## config.mk

```make
export PLATFORM = sky130hd
export DESIGN_NAME = add8_wide_seq
export DESIGN_NICKNAME = d
export VERILOG_FILES = /design/src/rtl/add8_wide_seq.sv
export SDC_FILE = /design/constraint.sdc
export NUM_CORES = 1
export LEC_CHECK = 0
export ABC_AREA = 0
export CORE_ASPECT_RATIO = 0.8
export CORE_UTILIZATION = 38
export CTS_CLUSTER_DIAMETER = 200
export CTS_CLUSTER_SIZE = 20
export DETAILED_ROUTE_END_ITERATION = 10
export PLACE_DENSITY_LB_ADDON = 0.2
export SLEW_MARGIN = 20
export SYNTH_ARGS = -nofsm -noshare
export SYNTH_HDL_FRONTEND = slang
export SYNTH_SLANG_ARGS = --single-unit
export TNS_END_PERCENT = 50
```

## constraint.sdc

```tcl
create_clock -name clk_100M -period 2.3 [get_ports clk_100M]
set_input_delay 0.23 -clock clk_100M [delete_from_list [all_inputs] [get_ports clk_100M]]
set_output_delay 0.23 -clock clk_100M [all_outputs]
set_load 0.05 [all_outputs]
```

## src/rtl/add8_wide_seq.sv

```systemverilog
// Byte-serial wide adder sequencer around a shared 8-bit registered adder (1-cycle latency).
// Optional subtract mode: define ADD8_WIDE_SEQ_SUB_EN to add the in_sub port.
module add8_wide_seq #(
  parameter int NBYTES = 4,
  localparam int W = 8 * NBYTES
) (
  input  logic         clk_100M,
  input  logic         rst,
  input  logic         in_valid,
  output logic         in_ready,
  input  logic [W-1:0] in_a,
  input  logic [W-1:0] in_b,
  input  logic         in_cin,
`ifdef ADD8_WIDE_SEQ_SUB_EN
  input  logic         in_sub,
`endif
  output logic         add_cin,
  output logic [7:0]   add_cina,
  output logic [7:0]   add_cinb,
  input  logic [7:0]   add_sum,
  input  logic         add_cout,
  output logic         out_valid,
  input  logic         out_ready,
  output logic [W-1:0] out_sum,
  output logic         out_cout
);

  localparam int IW = (NBYTES > 1) ? $clog2(NBYTES) : 1;

  typedef enum logic [1:0] {S_IDLE, S_ISSUE, S_CAPTURE, S_DONE} state_t;

  state_t          state_q, state_d;
  logic [W-1:0]    a_q, a_d, b_q, b_d, acc_q, acc_d, sum_q, sum_d;
  logic [IW-1:0]   idx_q, idx_d, nidx;
  logic            carry_q, carry_d, cout_q, cout_d;
  logic            in_ready_q, in_ready_d, out_valid_q, out_valid_d;
  logic            add_cin_q, add_cin_d;
  logic [7:0]      add_cina_q, add_cina_d, add_cinb_q, add_cinb_d;
  logic [W-1:0]    b_in;
  logic            cin_in;

  // Subtraction is a + ~b + 1; inverting b once at acceptance covers every slice.
`ifdef ADD8_WIDE_SEQ_SUB_EN
  assign b_in   = in_sub ? ~in_b : in_b;
  assign cin_in = in_sub ? 1'b1 : in_cin;
`else
  assign b_in   = in_b;
  assign cin_in = in_cin;
`endif

  always_comb begin
    state_d     = state_q;
    a_d         = a_q;
    b_d         = b_q;
    acc_d       = acc_q;
    sum_d       = sum_q;
    idx_d       = idx_q;
    carry_d     = carry_q;
    cout_d      = cout_q;
    in_ready_d  = in_ready_q;
    out_valid_d = out_valid_q;
    add_cin_d   = 1'b0;
    add_cina_d  = 8'h00;
    add_cinb_d  = 8'h00;
    nidx        = idx_q + 1'b1;
    case (state_q)
      S_IDLE: begin
        if (in_valid && in_ready_q) begin
          a_d        = in_a;
          b_d        = b_in;
          carry_d    = cin_in;
          idx_d      = '0;
          in_ready_d = 1'b0;
          // Adder inputs are registered on entry to ISSUE so the adder sees them during ISSUE.
          add_cina_d = in_a[7:0];
          add_cinb_d = b_in[7:0];
          add_cin_d  = cin_in;
          state_d    = S_ISSUE;
        end
      end
      S_ISSUE: state_d = S_CAPTURE;
      S_CAPTURE: begin
        acc_d[8*idx_q +: 8] = add_sum;
        carry_d = add_cout;
        if (idx_q == IW'(NBYTES - 1)) begin
          sum_d       = acc_d;
          cout_d      = add_cout;
          out_valid_d = 1'b1;
          state_d     = S_DONE;
        end else begin
          idx_d      = nidx;
          add_cina_d = a_q[8*nidx +: 8];
          add_cinb_d = b_q[8*nidx +: 8];
          add_cin_d  = add_cout;
          state_d    = S_ISSUE;
        end
      end
      S_DONE: begin
        if (out_ready) begin
          out_valid_d = 1'b0;
          in_ready_d  = 1'b1;
          state_d     = S_IDLE;
        end
      end
      default: state_d = S_IDLE;
    endcase
  end

  always_ff @(posedge clk_100M) begin
    if (rst) begin
      state_q     <= S_IDLE;
      a_q         <= '0;
      b_q         <= '0;
      acc_q       <= '0;
      sum_q       <= '0;
      idx_q       <= '0;
      carry_q     <= 1'b0;
      cout_q      <= 1'b0;
      in_ready_q  <= 1'b1;
      out_valid_q <= 1'b0;
      add_cin_q   <= 1'b0;
      add_cina_q  <= 8'h00;
      add_cinb_q  <= 8'h00;
    end else begin
      state_q     <= state_d;
      a_q         <= a_d;
      b_q         <= b_d;
      acc_q       <= acc_d;
      sum_q       <= sum_d;
      idx_q       <= idx_d;
      carry_q     <= carry_d;
      cout_q      <= cout_d;
      in_ready_q  <= in_ready_d;
      out_valid_q <= out_valid_d;
      add_cin_q   <= add_cin_d;
      add_cina_q  <= add_cina_d;
      add_cinb_q  <= add_cinb_d;
    end
  end

  assign in_ready  = in_ready_q;
  assign out_valid = out_valid_q;
  assign out_sum   = sum_q;
  assign out_cout  = cout_q;
  assign add_cin   = add_cin_q;
  assign add_cina  = add_cina_q;
  assign add_cinb  = add_cinb_q;

endmodule

```

==> reports/metrics.yaml, run 1 <==
critPathSlowestCell: "clkdlybuf4s50_1"
synth-seq-cells: 144
ir_drop_uv: 461.0
crit_family: "buffers and inverters"
insertion_delay_ps: 420
synth.area.top_cells: "dfxtp_1 49%, nand2_1 9.1%, a21oi_1 6.8%, mux4_1 4.0%, mux4_2 2.7%"
multiInputGateArea_mm2: 0.002675
yosysMostFrequentCell: "dfxtp_1"
diodes: 0
start_util: 0.3917
n_fill_cell: 1404
status: "completed"
vias: 5119
synth_nets: 721
slowest_delay_ps: 900
power_leakage_nw: 2.807
utilization: 0.5243
hpwlAfterDp_um: 10500
cts_buffer_depth: 2
setup_viol: 0
yosysSeqAreaShare: 0.4869
path_buf_inv: 1
min-delay-start: "rst"
endpoint_kind: "output pin"
required_ps: 2070
synth_common_cells: "144 x dfxtp_1, 143 x nand2_1, 81 x a21oi_1, 42 x nor2_1, 20 x buf_2"
yosysTopAreaCellShare: 0.4869
critPathKind: "register to output pin"
drtPass1Iterations: 4
slew_headroom: 0.6398
start_kind: "register"
r2r_start: "idx_q[0]"
hold_class: "input port to register"
gp_congestion: 0.7553
die_w_um: 141.6
ys_types: 40
cp_cell_sequence: "clkdlybuf4s50_1"
drive_gt1_frac: 0.08781
core_mm2: 0.01511
preCtsSetupSlack_ps: 306.0
whs_ps: 191.1
cts_tree: "built"
grt_start_max_net_pins: 47
skew_ps: 11.77
synth_cells: 638
avgSynthCellArea_um2: 9.280
syn_area_mm2: 0.005921
synth_largest_area_cell: "dfxtp_1"
num_io_pins: 130
fin_crit_ps: 2030
area_growth_syn_to_layout_pct: 33.85
hold_violations: 0
antenna_found_initial: 0
power.density_mw_per_mm2: 762.0
post-route-drc-count: 0
postCtsResizedCells: 0
die_h_um: 113.6
htreeDepth: 4
cts.sinks: 144
root_buffer: "clkbuf_16"
fin_crit_sh: 0.8827
clk_pin_slew_ps: 60
nets: 833
rsz0062_at_grt: "no"
maxSlewViolCount: 0
synthArstFlopShare: 0
grt_pass1_wl_um: 24940
grt_pass1_vias: 4932
critical_path.max_fanout: 7
tns_ps: 0
finalWirelength_um: 15670
finalPower_mw: 6.039
maxCapViolCount: 0
cp-startpoint: "in_ready"
setup_slack_ps: 269.8
max_freq_mhz: 492.6
drt_iter0_markers: 366
wire_per_inst_um: 16.11
arrival_ps: 1800
ys_warn_count: 0
antenna_left: 0
numCtsBuffers: 17
port_buffers: 129
viasPerCell: 5.261
grt_util_all_layers: 0.2007
rows: 40
post_cts_buffers: 0
die_area_mm2: 0.01609
hold_buffers: 0
worst_slew_pin_slew_ps: 538.6
synth-edff-count: 0
seq_area_mm2: 0.002883
r2r_slack_ps: 300
synth_flop_cell: "dfxtp_1"
grt_overflow: 0
## final cells by class
cell class | count | area share
Sequential cell | 144 | 0.3638
Multi-Input combinational cell | 425 | 0.3375
Timing Repair Buffer | 149 | 0.1847
Clock buffer | 21 | 0.05810
Tap cell | 210 | 0.03315
Clock inverter | 11 | 0.01658
Inverter | 13 | 0.006157
## final timing paths
| kind | endpoint | cells past startpoint |
|---|---|---|
| setup / recovery | in_ready | 1 |
| hold / removal | acc_q[9] | 2 |
| hold reg to reg | b_q[17] | 2 |
| setup reg to reg | out_sum[6] | 6 |
## metrics by stage
step / instance area, um^2 / cells
after global routing: 7925 / 973
after floorplan: 5921 / 638
after detailed placement: 7333 / 941
after global placement: 7333 / 941
final: 7925 / 973
after CTS: 7925 / 973
## sequential cells by signal, indices dropped and copies added, names as in the netlist, 2 cells and up
register	count
b_q	32
acc_q	24
out_sum	32
a_q	32
add_cinb	8
add_cina	8
idx_q	2
state_q	2
## kinds of logic after synthesis
kind of cell    count (synthesis)  share of synthesized area
simple gates                  255                     0.2027
compound gates                149                     0.1693
flops                         144                     0.4869
buf+inv                        69                    0.06403
mux                            16                    0.06657
fa+ha+maj                       5                    0.01057
## power by group
group / internal (mW) / switching, mW
registers: 2.59 / 0.0549
logic: 0.298 / 0.355
clock network: 1.66 / 1.07
total: 4.55 / 1.48
## layout by cell type (no fill, tap or decap), drive strengths merged, types with 18 or more instances in the layout
cell type      count
dfxtp            144
nand2            143
clkdlybuf4s50    128
a21oi             81
nor2              43
buf               21
clkbuf            21
nand2b            18
## layer usage
layer | global-route usage | routed length, um | vias up
met2 | 0.3071 | 6962 | 162
met1 | 0.2737 | 7613 | 2461
met3 | 0.05416 | 944 | 12
met5 | 0 | 0 | -
li1 | - | - | 2484
met4 | 0.06810 | 153 | 0
No activity file was read; power rests on OpenSTA's default activity.
==> run 2, diff against run 1 <==
==> constraint.sdc (replaced) <==
create_clock -name clk_100M -period 1.7 [get_ports clk_100M]
set_input_delay 0.17 -clock clk_100M [delete_from_list [all_inputs] [get_ports clk_100M]]
set_output_delay 0.17 -clock clk_100M [all_outputs]
set_load 0.05 [all_outputs]
==> run 2 against run 1 <==
  * The run now ends with negative setup slack left
  * Global-route usage is 0.57 points higher
  * Register-to-register slack got worse by 360 ps
  * Sequential share of layout area shrank 1.7 points
  * Highest routed layer unchanged
==> reports/metrics.yaml, run 2 (synthesis results as in run 1) <==
cts.sinks: 144  # unchanged
layout_commonest_cell: "nand2_1"
diodes: 0  # unchanged
power_leakage_nw: 3.180  # +13%
die_h_um: 113.6  # unchanged
setup_slack_ps: -61.68  # -331.5 ps
wire_per_inst_um: 16.15  # +0.26%
htreeDepth: 4  # unchanged
maxSlewViolCount: 0  # unchanged
cts_tree: "built"
hold_violations: 0  # unchanged
critPathKind: "register to register"
insertion_delay_ps: 420  # about the same
utilization: 0.5515  # +0.02715
hold_buffers: 0  # unchanged
whs_ps: 70.18  # -120.9 ps
rows: 40  # unchanged
hold_class: "input port to register"
start_kind: "register"
drive_gt1_frac: 0.1954  # +0.1076
grt_overflow: 0  # unchanged
fin_crit_sh: 1.036
endpoint_kind: "register"
antenna_found_initial: 0  # unchanged
start_util: 0.3917  # unchanged
preCtsSetupSlack_ps: -175.8  # -481.8 ps
root_buffer: "clkbuf_16"
failed_checks: "negative setup slack"
cts_buffer_depth: 2  # unchanged
slowest_delay_ps: 490  # -410 ps
cp-startpoint: "idx_q[0]"
r2r_start: "idx_q[0]"
gp_congestion: 0.7685  # +1.7%
ir_drop_uv: 738.3  # +60%
min-delay-start: "rst"
power.density_mw_per_mm2: 991.9  # +30%
num_io_pins: 130  # unchanged
die_w_um: 141.6  # unchanged
vias: 5122  # +0.059%
slew_headroom: 0.6667  # +0.02694
finalPower_mw: 8.268  # +37%
worst_slew_pin_slew_ps: 499.1  # -39.54 ps
area_growth_syn_to_layout_pct: 40.79
critPathSlowestCell: "mux4_2"
skew_ps: 8.468  # -3.303 ps
setup_viol: 10  # +10
die_area_mm2: 0.01609  # unchanged
hpwlAfterDp_um: 10730  # +2.2%
cp_cell_sequence: "inv_4, ha_4, buf_12, buf_12, mux4_2, a22o_1"
arrival_ps: 2070  # +270 ps
path_buf_inv: 3  # +2
viasPerCell: 5.132  # -2.4%
fin_crit_ps: 1762
clk_pin_slew_ps: 60  # about the same
grt_start_max_net_pins: 64  # +36%
numCtsBuffers: 17  # unchanged
max_freq_mhz: 567.6
port_buffers: 129  # unchanged
final_cell_mix: "143 x nand2_1, 142 x dfxtp_1, 80 x a21oi_1"
grt_pass1_wl_um: 25540  # +2.4%
finalWirelength_um: 16120  # +2.8%
grt_util_all_layers: 0.2064  # +0.005681
grt_pass1_vias: 4964  # +0.65%
rsz0062_at_grt: "yes"
core_mm2: 0.01511  # unchanged
drtPass1Iterations: 5  # +1
drt_iter0_markers: 327  # -11%
nets: 858  # +3.0%
post-route-drc-count: 0  # unchanged
crit_family: "multiplexers"
maxCapViolCount: 0  # unchanged
dp.cells: 957  # +1.7%
status: "complete, but fails checks"
required_ps: 2010  # -60 ps
antenna_left: 0  # unchanged
path_common_cell: "buf_12"
instances_no_fill: 998  # +2.6%
critical_path.max_fanout: 7  # unchanged
## run 2: cell types whose count changed in the layout (fill, tap and decap cells not counted), moves of 9 or more
cell / before / now
clkdlybuf4s50_1: 128 / 76
buf_4: 19 / 50
dlygate4sd2_1: 0 / 29
buf_12: 2 / 12
mux4_1: 9 / 0
mux4_2: 7 / 16
## run 2: layout make-up
cell class / count / area (um^2)
Clock inverter: 9 / 105.1
Sequential cell: 144 / 2888
Multi-Input combinational cell: 425 / 2826
Clock buffer: 23 / 488.0
Tap cell: 210 / 262.8
Fill cell: 1393 / 6779
Timing Repair Buffer: 174 / 1714
Inverter: 13 / 51.30
## run 2: metal layers
layer  up-vias  wire, um  GRT usage  part of all wire
met1      2409      7413     0.2773              0.46
li1       2525         -          -                 -
met2       172      7454     0.3209              0.46
met5         -         0          0                 0
met3        16      1110    0.06423             0.069
met4         0       140    0.05520            0.0087
## run 2: worst register-to-register path: stages (launching register included)
cell and delay (ps):
dfxtp_4 370, inv_4 40, ha_4 320, buf_12 120
buf_12 120, mux4_2 490, a22o_1 180
## run 2: where the power goes
part	total, mW	leakage [nW]	switching, mW	internal [mW]
logic	0.959	1.72	0.503	0.456
clock network	3.72	0.293	1.41	2.31
registers	3.59	1.17	0.0805	3.51
## run 2: worst paths after layout
path / to / slack, ps / depth (start not counted)
hold reg to reg: b_q[21] / 450 / 2
setup / recovery: add_cina[4] / -60 / 6
setup reg to reg: add_cina[4] / -60 / 6
hold / removal: a_q[1] / 70 / 2
## run 2: repair_timing
item | in CTS | in global routing
resized for setup | 43 | 42
pin swaps | 1 | 13
setup endpoints to repair | 82 | 61
cloned | 0 | 1
setup buffers | 6 | 2
## run 2: per-stage QoR
step / setup TNS (ps) / instance area, um^2
2_1_floorplan: -4743 / 5941
3_3_place_gp: -1329 / 7487
3_5_place_dp: -3253 / 7487
4_1_cts: -566.8 / 8133
5_1_grt: -1968 / 8335
6_report: -455.1 / 8335
